<file path="config.mk">
export PLATFORM = sky130hd
export DESIGN_NAME = hazard_unit_flat
export DESIGN_NICKNAME = d
export VERILOG_FILES = /design/src/rtl/hazard_if.sv /design/src/rtl/hazard_unit.sv /design/src/flat_wrapper.sv
export SDC_FILE = /design/constraint.sdc
export NUM_CORES = 1
export LEC_CHECK = 0
export BUFFER_PORTS_ARGS = -buffer_cell sky130_fd_sc_hd__clkbuf_2
export CAP_MARGIN = 5
export CORE_MARGIN = 2
export CORE_UTILIZATION = 55
export CTS_BUF_LIST = sky130_fd_sc_hd__clkbuf_8 sky130_fd_sc_hd__clkbuf_16
export DETAILED_ROUTE_END_ITERATION = 6
export GPL_TIMING_DRIVEN = 0
export PLACE_DENSITY = 0.85
export SLEW_MARGIN = 20
export SYNTH_ARGS = -nofsm -noshare
export SYNTH_HDL_FRONTEND = slang
export SYNTH_SLANG_ARGS = --single-unit
export TNS_END_PERCENT = 30
</file>
<file path="constraint.sdc">
create_clock -name clk -period 4.4 [get_ports clk]
set_clock_uncertainty 0.05 [all_clocks]
set_input_delay 0.66 -clock clk [delete_from_list [all_inputs] [get_ports clk]]
set_output_delay 0.66 -clock clk [all_outputs]
set_load 0.05 [all_outputs]
</file>
<file path="src/rtl/hazard_if.sv">
// Hazard interface between the pipelined datapath (master) and the hazard unit (slave).
// Carries register specifiers and write-enables in, stall/flush/forward controls and counters out.
interface hazard_if #(
  parameter int CNT_W = 16
);
  logic [4:0]       rsD;
  logic [4:0]       rtD;
  logic [4:0]       rsE;
  logic [4:0]       rtE;
  logic [4:0]       writeregE;
  logic [4:0]       writeregM;
  logic [4:0]       writeregW;
  logic             branchD;
  logic             MemtoRegE;
  logic             RegWriteE;
  logic             MemToRegM;
  logic             RegWriteM;
  logic             RegWriteW;
  logic             mdStartE;
  logic             mdUseD;

  logic             stallF;
  logic             stallD;
  logic             flushE;
  logic             forwardAD;
  logic             forwardBD;
  logic [1:0]       forwardAE;
  logic [1:0]       forwardBE;
  logic             mdBusy;
  logic [CNT_W-1:0] stallCycles;
  logic [CNT_W-1:0] mdStallCycles;

  modport master (
    output rsD, rtD, rsE, rtE, writeregE, writeregM, writeregW,
    output branchD, MemtoRegE, RegWriteE, MemToRegM, RegWriteM, RegWriteW,
    output mdStartE, mdUseD,
    input  stallF, stallD, flushE, forwardAD, forwardBD, forwardAE, forwardBE,
    input  mdBusy, stallCycles, mdStallCycles
  );

  modport slave (
    input  rsD, rtD, rsE, rtE, writeregE, writeregM, writeregW,
    input  branchD, MemtoRegE, RegWriteE, MemToRegM, RegWriteM, RegWriteW,
    input  mdStartE, mdUseD,
    output stallF, stallD, flushE, forwardAD, forwardBD, forwardAE, forwardBE,
    output mdBusy, stallCycles, mdStallCycles
  );
endinterface

</file>
<file path="src/rtl/hazard_unit.sv">
// Hazard detection and forwarding controller for the five-stage MIPS pipeline, with a
// HI/LO busy counter for multi-cycle mult/div and saturating stall performance counters.
module hazard_unit #(
  parameter int MD_LAT = 4,
  parameter int CNT_W  = 16
) (
  input logic     clk,
  input logic     rst,
  hazard_if.slave hz
);

  localparam logic [3:0]       MdLat  = 4'(MD_LAT);
  localparam logic [CNT_W-1:0] CntOne = CNT_W'(1);
  localparam logic [CNT_W-1:0] CntMax = {CNT_W{1'b1}};

  logic [3:0]       mdCnt_q, mdCnt_d;
  logic [CNT_W-1:0] stallCycles_q, stallCycles_d;
  logic [CNT_W-1:0] mdStallCycles_q, mdStallCycles_d;

  logic       lwStall;
  logic       branchStall;
  logic       mdStall;
  logic       stall;
  logic [1:0] fwdAE;
  logic [1:0] fwdBE;
  logic       fwdAD;
  logic       fwdBD;

  // The M-stage result is newer than W, so it wins when both match; $0 never forwards.
  function automatic logic [1:0] selectE(input logic [4:0] src,
                                         input logic [4:0] wM, input logic wenM,
                                         input logic [4:0] wW, input logic wenW);
    logic [1:0] sel;
    sel = 2'b00;
    if (src != 5'd0 && src == wM && wenM) begin
      sel = 2'b10;
    end else if (src != 5'd0 && src == wW && wenW) begin
      sel = 2'b01;
    end
    return sel;
  endfunction

  // Everything combinational is held at zero while reset is asserted.
  always_comb begin
    lwStall     = 1'b0;
    branchStall = 1'b0;
    mdStall     = 1'b0;
    stall       = 1'b0;
    fwdAE       = 2'b00;
    fwdBE       = 2'b00;
    fwdAD       = 1'b0;
    fwdBD       = 1'b0;
    if (!rst) begin
      fwdAE = selectE(hz.rsE, hz.writeregM, hz.RegWriteM, hz.writeregW, hz.RegWriteW);
      fwdBE = selectE(hz.rtE, hz.writeregM, hz.RegWriteM, hz.writeregW, hz.RegWriteW);
      fwdAD = (hz.rsD != 5'd0) && (hz.rsD == hz.writeregM) && hz.RegWriteM;
      fwdBD = (hz.rtD != 5'd0) && (hz.rtD == hz.writeregM) && hz.RegWriteM;

      lwStall = hz.MemtoRegE && ((hz.rsD == hz.rtE) || (hz.rtD == hz.rtE));
      branchStall = hz.branchD &&
                    ((hz.RegWriteE && ((hz.writeregE == hz.rsD) || (hz.writeregE == hz.rtD))) ||
                     (hz.MemToRegM && ((hz.writeregM == hz.rsD) || (hz.writeregM == hz.rtD))));
      mdStall = hz.mdUseD && (hz.mdStartE || (mdCnt_q != 4'd0));
      stall   = lwStall || branchStall || mdStall;
    end
  end

  // A start in E is real even when the same cycle flushes the bubble behind it.
  always_comb begin
    mdCnt_d         = mdCnt_q;
    stallCycles_d   = stallCycles_q;
    mdStallCycles_d = mdStallCycles_q;
    if (hz.mdStartE) begin
      mdCnt_d = MdLat;
    end else if (mdCnt_q != 4'd0) begin
      mdCnt_d = mdCnt_q - 4'd1;
    end
    if (stall && stallCycles_q != CntMax) begin
      stallCycles_d = stallCycles_q + CntOne;
    end
    if (mdStall && mdStallCycles_q != CntMax) begin
      mdStallCycles_d = mdStallCycles_q + CntOne;
    end
  end

  always_ff @(posedge clk or posedge rst) begin
    if (rst) begin
      mdCnt_q         <= 4'd0;
      stallCycles_q   <= '0;
      mdStallCycles_q <= '0;
    end else begin
      mdCnt_q         <= mdCnt_d;
      stallCycles_q   <= stallCycles_d;
      mdStallCycles_q <= mdStallCycles_d;
    end
  end

  assign hz.stallF        = stall;
  assign hz.stallD        = stall;
  assign hz.flushE        = stall;
  assign hz.forwardAE     = fwdAE;
  assign hz.forwardBE     = fwdBE;
  assign hz.forwardAD     = fwdAD;
  assign hz.forwardBD     = fwdBD;
  assign hz.mdBusy        = (mdCnt_q != 4'd0);
  assign hz.stallCycles   = stallCycles_q;
  assign hz.mdStallCycles = mdStallCycles_q;

endmodule

</file>
<file path="src/flat_wrapper.sv">
// flat-port wrapper written by rule: the top's interface ports become plain ports
module hazard_unit_flat 
#(
  parameter int MD_LAT = 4,
  parameter int CNT_W  = 16
)
  (clk, rst, hz_rsD, hz_rtD, hz_rsE, hz_rtE, hz_writeregE, hz_writeregM, hz_writeregW, hz_branchD, hz_MemtoRegE, hz_RegWriteE, hz_MemToRegM, hz_RegWriteM, hz_RegWriteW, hz_mdStartE, hz_mdUseD, hz_stallF, hz_stallD, hz_flushE, hz_forwardAD, hz_forwardBD, hz_forwardAE, hz_forwardBE, hz_mdBusy, hz_stallCycles, hz_mdStallCycles);
  hazard_if #(.CNT_W(CNT_W)) hz_i ();
  input logic clk;
  input logic rst;
  input wire logic [$bits(hz_i.rsD)-1:0] hz_rsD;
  input wire logic [$bits(hz_i.rtD)-1:0] hz_rtD;
  input wire logic [$bits(hz_i.rsE)-1:0] hz_rsE;
  input wire logic [$bits(hz_i.rtE)-1:0] hz_rtE;
  input wire logic [$bits(hz_i.writeregE)-1:0] hz_writeregE;
  input wire logic [$bits(hz_i.writeregM)-1:0] hz_writeregM;
  input wire logic [$bits(hz_i.writeregW)-1:0] hz_writeregW;
  input wire logic [$bits(hz_i.branchD)-1:0] hz_branchD;
  input wire logic [$bits(hz_i.MemtoRegE)-1:0] hz_MemtoRegE;
  input wire logic [$bits(hz_i.RegWriteE)-1:0] hz_RegWriteE;
  input wire logic [$bits(hz_i.MemToRegM)-1:0] hz_MemToRegM;
  input wire logic [$bits(hz_i.RegWriteM)-1:0] hz_RegWriteM;
  input wire logic [$bits(hz_i.RegWriteW)-1:0] hz_RegWriteW;
  input wire logic [$bits(hz_i.mdStartE)-1:0] hz_mdStartE;
  input wire logic [$bits(hz_i.mdUseD)-1:0] hz_mdUseD;
  output wire logic [$bits(hz_i.stallF)-1:0] hz_stallF;
  output wire logic [$bits(hz_i.stallD)-1:0] hz_stallD;
  output wire logic [$bits(hz_i.flushE)-1:0] hz_flushE;
  output wire logic [$bits(hz_i.forwardAD)-1:0] hz_forwardAD;
  output wire logic [$bits(hz_i.forwardBD)-1:0] hz_forwardBD;
  output wire logic [$bits(hz_i.forwardAE)-1:0] hz_forwardAE;
  output wire logic [$bits(hz_i.forwardBE)-1:0] hz_forwardBE;
  output wire logic [$bits(hz_i.mdBusy)-1:0] hz_mdBusy;
  output wire logic [$bits(hz_i.stallCycles)-1:0] hz_stallCycles;
  output wire logic [$bits(hz_i.mdStallCycles)-1:0] hz_mdStallCycles;
  assign hz_i.rsD = hz_rsD;
  assign hz_i.rtD = hz_rtD;
  assign hz_i.rsE = hz_rsE;
  assign hz_i.rtE = hz_rtE;
  assign hz_i.writeregE = hz_writeregE;
  assign hz_i.writeregM = hz_writeregM;
  assign hz_i.writeregW = hz_writeregW;
  assign hz_i.branchD = hz_branchD;
  assign hz_i.MemtoRegE = hz_MemtoRegE;
  assign hz_i.RegWriteE = hz_RegWriteE;
  assign hz_i.MemToRegM = hz_MemToRegM;
  assign hz_i.RegWriteM = hz_RegWriteM;
  assign hz_i.RegWriteW = hz_RegWriteW;
  assign hz_i.mdStartE = hz_mdStartE;
  assign hz_i.mdUseD = hz_mdUseD;
  assign hz_stallF = hz_i.stallF;
  assign hz_stallD = hz_i.stallD;
  assign hz_flushE = hz_i.flushE;
  assign hz_forwardAD = hz_i.forwardAD;
  assign hz_forwardBD = hz_i.forwardBD;
  assign hz_forwardAE = hz_i.forwardAE;
  assign hz_forwardBE = hz_i.forwardBE;
  assign hz_mdBusy = hz_i.mdBusy;
  assign hz_stallCycles = hz_i.stallCycles;
  assign hz_mdStallCycles = hz_i.mdStallCycles;
  hazard_unit #(.MD_LAT(MD_LAT), .CNT_W(CNT_W)) u_core (.clk(clk), .rst(rst), .hz(hz_i));
endmodule
</file>
Word-level counts from Yosys, hierarchy flattened. Cells that the tools add are included.

Register bits after elaboration: 36. Input bits: 45. Output and inout port bits: 42. Logic and storage cells: 64.

$add $sub $neg: 3. Equal/unequal tests: 14. Mux-type cells: 12. Reduce and logical (&&, ||, !) cells: 32.

Operator list (number): 5-bit equality test (12); 16-bit by 1-bit adder with 16-bit output, second input constant (2); 16-bit != test, second input constant (2); 5-bit nonzero test (4); 1-bit logical AND (19); 2-bit 2-to-1 mux (4); 4-bit 2-to-1 mux (2); 1-bit logical OR (7); 1-bit 2-to-1 mux (6); 4-bit nonzero test (1); 4-bit by 1-bit subtractor with 4-bit output, second input constant (1); 2-bit nonzero test (1).

Depth between registers and ports, before layout. Gate-level depths: netlist of the first run.

Word-level depth: 9. Gate-level depth with buffers: 9. Depth with buffers taken out: 8.

Worst setup path after synthesis of the first run. Ideal clock, no wire load.

Path kind: in2out. Start: input port hz_rtE[3]. End: output port hz_forwardBE[0]. Data arrival time: 3.165 ns. Data required time: 3.690 ns. Setup slack: 0.525 ns. Stages: 5. Buffers on the path: 1. Path through: buf_4 > or4_2 > nor2_1 > nor4_1 > nor4_1.

Word-level cells in the longest chain between the ends: 6. Elaborated cells on any way between the ends: 10. Classes of those cells: eq/ne: 2; mux: 3; reduce/logical: 5.

Ends and longest elaborated chain: start: declaration (line flat_wrapper.sv:14) `input wire logic [$bits(hz_i.rtE)-1:0] hz_rtE;`; 5-bit equality test or 5-bit nonzero test (tied branches) (line hazard_unit.sv:37, hazard_unit.sv:35); 1-bit logical AND (2 in a row) (line hazard_unit.sv:37) `end else if (src != 5'd0 && src == wW && wenW) begin`; 1-bit 2-to-1 mux (line hazard_unit.sv:37); 2-bit 2-to-1 mux * (line hazard_unit.sv:35) `if (src != 5'd0 && src == wM && wenM) begin`; 2-bit 2-to-1 mux * (line hazard_unit.sv:53) `if (!rst) begin`; end: declaration (line flat_wrapper.sv:32) `output wire logic [$bits(hz_i.forwardBE)-1:0] hz_forwardBE;`.

Mark *: on every way between the ends. The rest lies on a longest branch, timed or not.

Worst setup path in the final report of the first run.
Start: register u_core.mdCnt_q[0]. End: output port hz_stallD.

Word-level cells in the longest chain between the ends: 5.

Ends and longest elaborated chain: start: declaration (line hazard_unit.sv:16) `logic [3:0] mdCnt_q, mdCnt_d;`; start signal: assignment (line hazard_unit.sv:92) `mdCnt_q <= mdCnt_d;`; 4-bit nonzero test (line hazard_unit.sv:63) `mdStall = hz.mdUseD && (hz.mdStartE || (mdCnt_q != 4'd0));`; 1-bit logical OR (line hazard_unit.sv:63); 1-bit logical AND (line hazard_unit.sv:63); 1-bit logical OR (line hazard_unit.sv:64) `stall = lwStall || branchStall || mdStall;`; 1-bit 2-to-1 mux (line hazard_unit.sv:53); end: declaration (line flat_wrapper.sv:27) `output wire logic [$bits(hz_i.stallD)-1:0] hz_stallD;`.

Every way passes these cells.

==> run metrics, run 1 <==
number of post-CTS setup repair buffers 0; data arrival at the endpoint of the critical path 2.60 ns; DR iter-0 viols 99; cell-internal power 713 uW; Die Y 73.1 um; Top Family by Delay on Critical Path buffers and inverters; Placer Congestion 0.874; library cell appearing most often on the critical path buf_6; final critical path time including I/O delays and setup 3.31 ns; net switching power of the design 643 uW; result of the run finished clean; Final Hold Violating Endpoints 0; unique cell type count in the Yosys netlist 50; share of synthesized registers carrying an async set or reset 1.00; Congestion Overflow GR 0; wire length reported by the detailed router 5900 um; hold_buf cts 0; Placeable Area 4660 um2; largest fanout on the critical path 10; Pre-Repair DR Iteration Count 4; number of diodes added for antenna fixing 0; maximum number of pins on one net before global-route repair 22; sequential share of the synthesized area 0.343; met1 track demand over resource 0.284; kind of start point of the critical path flop; PnR worst setup slack 1.09 ns; clock network fraction of design power 0.173; final worst hold slack 0.392 ns; detailed-route via count 2249; total negative setup slack 0 ns; largest cells by area after synthesis dfrtp_1, xnor2_1, xor2_1; post-cts resize count 0; instance area at placement 3120 um2; share of total power in combinational logic 0.460; final number of max-transition violations 0; Synth Net Count 313; overall global routing resource usage 0.228; number of levels the H-tree was split into 2; number of antenna violations at the first check in global routing 0; clock input transition at the sequential cells of the worst setup and hold paths 0.08 ns; number of synthesized flops with an enable pin 0; clock tree from TritonCTS built; class of the tightest hold or removal check in2async; Max Cap Violations 0; share of power burned in registers 0.368; pre-CTS setup slack 1.22 ns; reported leakage power 0.00151 uW; critical path's slowest cell dfrtp_1; initial core utilization 0.564; first-pass GRT wire length 9640 um; ordered list of cells on the worst path inv_1 > ha_1 > or3b_1 > buf_6 > o211ai_2 > o31a_4 > buf_6 > nand2_1 > buf_4 > clkbuf_2; number of cell rows 25; net switching share of the total power 0.474; proportion of netlist area held by the largest area contributor 0.343; number of storage elements in the synthesis netlist 36; power density over the cells 422 nW/um2; library cell with the highest instance count after synthesis xnor2_1; Post-DP HPWL 4720 um; peak per-stage delay on the critical path 0.40 ns; drt drc 0; port buffer count 80; total clock buffers created by CTS 5; combined area of all synthesized cells 2630 um2; warning count from the yosys run 0; net count of the finished layout 401; transition time at the pin with the least slew margin 0.804 ns; number of cells produced by synthesis 264; Data required, critical path 3.69 ns; maximum clock frequency 302 MHz; post-route ant nets 0; maximum ir drop on the vdd rail 0.000203 V; CP Class reg2out; Synth Flop Type dfrtp_1; layer with the highest usage met2; period utilisation layout 0.752; ratio of cells with drive above 1 in the final layout 0.337; total of endpoints with negative setup slack in the final report 0; crit path buf inv count 5; Syn-to-layout area delta 22.2%; Fill cells 378; met2 routing resource usage after global routing 0.402; syn avg cell area 9.95 um2; most frequent cells after synthesis xnor2_1, dfrtp_1, xor2_1; RSZ-0062 raised after global routing false; Critical Path Sink Type output pin; Clk Tree Root Cell clkbuf_8; cell accounting for the most synthesized area dfrtp_1; Avg Vias per Cell 5.53; die area 5350 um2; global-route met3 utilization 0.0373; utilization of the core after routing 0.689; clk sink count 36; final instance area 3210 um2; Max-slew headroom 0.462; die extent in x 73.1 um; vias in the first global route 2143; routed length per instance 14.5 um; later-pin clock latency in the skew report 0.29 ns; IO Count 87; maximum number of buffers from clock root to sink 2
power groups by stage:
stage / sequential, uW / clock, uW / combinational, uW
floorplan: 703 / 0 / 258
global placement: 499 / 0 / 605
detailed placement: 503 / 0 / 626
CTS: 497 / 239 / 628
global route: 512 / 251 / 665
finish: 499 / 234 / 623
worst paths after layout:
check	slack [ns]	to	cells past startpoint	startpoint
setup / recovery	1.09	hz_stallD	10	u_core.mdCnt_q[0]
hold / removal	0.39	u_core.hz.mdStallCycles[12]	2	rst
setup reg to reg	2.13	u_core.hz.stallCycles[1]	8	u_core.mdCnt_q[0]
hold reg to reg	0.44	u_core.hz.stallCycles[14]	1	u_core.hz.stallCycles[14]
max in group asynchronous	3.44	u_core.hz.stallCycles[9]	3	rst
min in group clk	0.44	u_core.hz.stallCycles[14]	1	u_core.hz.stallCycles[14]
registers in the layout, summed over array words and instances, names as in the netlist:
| signal | flops |
|---|---|
| u_core.hz.mdStallCycles | 16 |
| u_core.hz.stallCycles | 16 |
| u_core.mdCnt_q | 4 |
routing by layer:
layer	part of all wire	wire, um
met1	0.42	2510
met2	0.51	3020
met3	0.046	273
met4	0.017	102
met5	0	0
kinds of logic (layout without fill, tap and decap cells):
group | count (synthesis) | after routing | synth area share
simple gates | 89 | 89 | 0.200
xor+xnor | 78 | 78 | 0.260
flops | 36 | 36 | 0.343
compound gates | 32 | 32 | 0.114
buf+inv | 23 | 112 | 0.0562
fa+ha+maj | 4 | 4 | 0.0190
mux | 2 | 2 | 0.00857
metrics by stage:
stage | std cells | power [uW]
after floorplan | 264 | 961
after global placement | 398 | 1100
after detailed placement | 399 | 1130
after CTS | 407 | 1360
after global routing | 407 | 1430
final | 407 | 1360
cells in the final DEF, fill, tap and decap left out, types with 3 or more instances in the layout:
cell type	Yosys	layout
clkbuf_2	1	81
xnor2_1	42	42
xor2_1	36	36
dfrtp_1	36	36
nand2_1	16	16
nand3_1	13	13
nand4_1	10	10
nor2_1	10	10
inv_1	11	10
a21oi_1	7	7
nor2b_1	6	6
a211oi_1	6	6
buf_6	5	5
buf_4	5	5
nor4_1	5	5
and3_1	5	5
clkbuf_8	0	5
nor3_1	4	4
ha_1	4	4
and2_1	3	3
a211oi_2	3	3
or4_1	3	3
layout make-up:
| cell class | instances | area (um2) | share of cell area |
|---|---|---|---|
| sequential | 36 | 901 | 0.281 |
| clock inverter | 3 | 18.8 | 0.00585 |
| multi-input combinational | 205 | 1580 | 0.492 |
| clock buffer | 5 | 68.8 | 0.0214 |
| timing repair buffer | 81 | 428 | 0.133 |
| buffer | 12 | 106 | 0.0331 |
| inverter | 11 | 41.3 | 0.0129 |
| tap | 54 | 67.6 | 0.0210 |
(Power assumes the default switching activity.)
==> run 2: changes to the inputs <==
- ABC_AREA: unset -> 1
- CORE_UTILIZATION: 55 -> 47
- PLACE_DENSITY: 0.85 -> 0.76
- clock period: 4.4 -> 2.7 ns (I/O delays scaled with it)
==> run 2 against run 1 <==
Die area is 26% higher; critical path type unchanged; hold slack got worse by 0.015 ns; register-to-register slack got worse by 1.5 ns; flip-flop and latch count unchanged; non-clock buffer count is the same; clock-buffer cell count is the same; highest routed layer unchanged.
==> run metrics, run 2 <==
result of the run finished clean; number of levels the H-tree was split into 2; syn avg cell area 6.97 um2; instance area at placement 3390 um2; period utilisation layout 0.915; largest cells by area after synthesis dfrtp_1, nand2_1, xor2_1; number of cell rows 28; vias in the first global route 2714; Data required, critical path 2.25 ns; most frequent cells after synthesis nand2_1, inv_1, dfrtp_1; Placeable Area 5920 um2; Placer Congestion 0.877; CP Class reg2out; Die Y 82.0 um; initial core utilization 0.484; reported leakage power 0.00195 uW; Design Power 2090 uW; ratio of cells with drive above 1 in the final layout 0.224; PnR worst setup slack 0.228 ns; Synth Net Count 460; detailed-route via count 2959; combined area of all synthesized cells 2860 um2; IO Count 87; die area 6730 um2; share of synthesized registers carrying an async set or reset 1.00; maximum clock frequency 405 MHz; pre-CTS setup slack 0.106 ns; Pre-Repair DR Iteration Count 5; drt drc 0; post-cts resize count 0; net count of the finished layout 548; number of diodes added for antenna fixing 0; DR iter-0 viols 143; kind of start point of the critical path flop; final instance area 3500 um2; Post-DP HPWL 5870 um; number of cells produced by synthesis 411; port buffer count 81; most common cell after layout, fill and taps aside nand2_1; cell count after placement 568; clock tree from TritonCTS built; maximum number of buffers from clock root to sink 2; Fill cells 574; clock input transition at the sequential cells of the worst setup and hold paths 0.07 ns; Synth Flop Type dfrtp_1; Max-slew headroom 0.629; proportion of netlist area held by the largest area contributor 0.315; final number of max-transition violations 0; Syn-to-layout area delta 22.3%; number of storage elements in the synthesis netlist 36; total of endpoints with negative setup slack in the final report 0; transition time at the pin with the least slew margin 0.557 ns; first-pass GRT wire length 12300 um; power density over the cells 598 nW/um2; number of synthesized flops with an enable pin 0; total clock buffers created by CTS 5; commonest cells after routing, fill and taps aside nand2_1, clkbuf_2, inv_1; data arrival at the endpoint of the critical path 2.02 ns; post-route ant nets 0; final critical path time including I/O delays and setup 2.47 ns; sequential share of the synthesized area 0.315; Critical Path Sink Type output pin; library cell with the highest instance count after synthesis nand2_1; cell accounting for the most synthesized area dfrtp_1; largest fanout on the critical path 5; overall global routing resource usage 0.235; Avg Vias per Cell 5.15; Final Hold Violating Endpoints 0; post-route non-filler standard cell count 575; final worst hold slack 0.378 ns; routed length per instance 13.0 um; Max Cap Violations 0; warning count from the yosys run 0; Clk Tree Root Cell clkbuf_8; number of antenna violations at the first check in global routing 0; maximum number of pins on one net before global-route repair 26; unique cell type count in the Yosys netlist 33; die extent in x 82.0 um; maximum ir drop on the vdd rail 0.000694 V; wire length reported by the detailed router 7480 um; clk sink count 36; class of the tightest hold or removal check in2reg; RSZ-0062 raised after global routing false; later-pin clock latency in the skew report 0.30 ns; Congestion Overflow GR 0
## run 2: metrics by stage
step	TNS, ns	utilization
floorplan	0	-
global placement	-25.17	0.568
detailed placement	0	0.573
CTS	0	0.592
global route	0	0.592
finish	0	0.592
## run 2: timing repair
item                       4_1_cts  5_1_grt
setup endpoints to repair        0        1
hold endpoints to repair         0        0
buffers inserted                 0        0
hold buffers                     0        0
## run 2: path summary, 6_finish.rpt
check / startpoint / end / slack (ns) / cells after the start
setup / recovery: u_core.mdCnt_q[0] / hz_stallF / 0.23 / 8
hold / removal: hz_mdStartE / u_core.mdCnt_q[2] / 0.38 / 5
setup reg to reg: u_core.mdCnt_q[0] / u_core.hz.mdStallCycles[15] / 0.63 / 10
hold reg to reg: u_core.hz.mdStallCycles[11] / u_core.hz.mdStallCycles[11] / 0.45 / 1
max in group asynchronous: rst / u_core.hz.stallCycles[15] / 1.48 / 4
min in group asynchronous: rst / u_core.hz.stallCycles[4] / 0.61 / 3
## run 2: worst max-delay path, stage by stage, from the launching register on
cell and delay (ns):
dfrtp_1 0.37, inv_1 0.13, ha_1 0.19, nand4_1 0.18
nand2_1 0.13, a21boi_2 0.25, a21oi_2 0.11, buf_4 0.14
clkbuf_2 0.22
## run 2: per-layer routing
layer | vias to the layer above | wire length [um] | GRT usage
met1 | 1358 | 3340 | 0.318
li1 | 1486 | - | -
met3 | 17 | 404 | 0.0374
met4 | 0 | 140 | 0.0617
met5 | - | 0 | 0
met2 | 98 | 3590 | 0.390
## run 2: cell type report
cell class	count	area (um2)	area share
inverters	54	203	0.0579
repair buffers	82	433	0.124
clock inverters	3	42.5	0.0121
flip-flops and latches	36	901	0.257
clock buffers	5	68.8	0.0196
multi-input cells	309	1690	0.484
well taps	75	93.8	0.0268
plain buffers	11	66.3	0.0189
## run 2: logic make-up after synthesis
family	share of synthesized area
buf+inv	0.0948
fa+ha+maj	0.0175
compound gates	0.0511
xor+xnor	0.153
simple gates	0.369
flops	0.315
## run 2: power breakdown
part / switching [uW] / leakage, uW / internal [uW]
registers: 112 / 0.000468 / 634
logic: 619 / 0.00143 / 256
clock network: 200 / 0.0000541 / 273
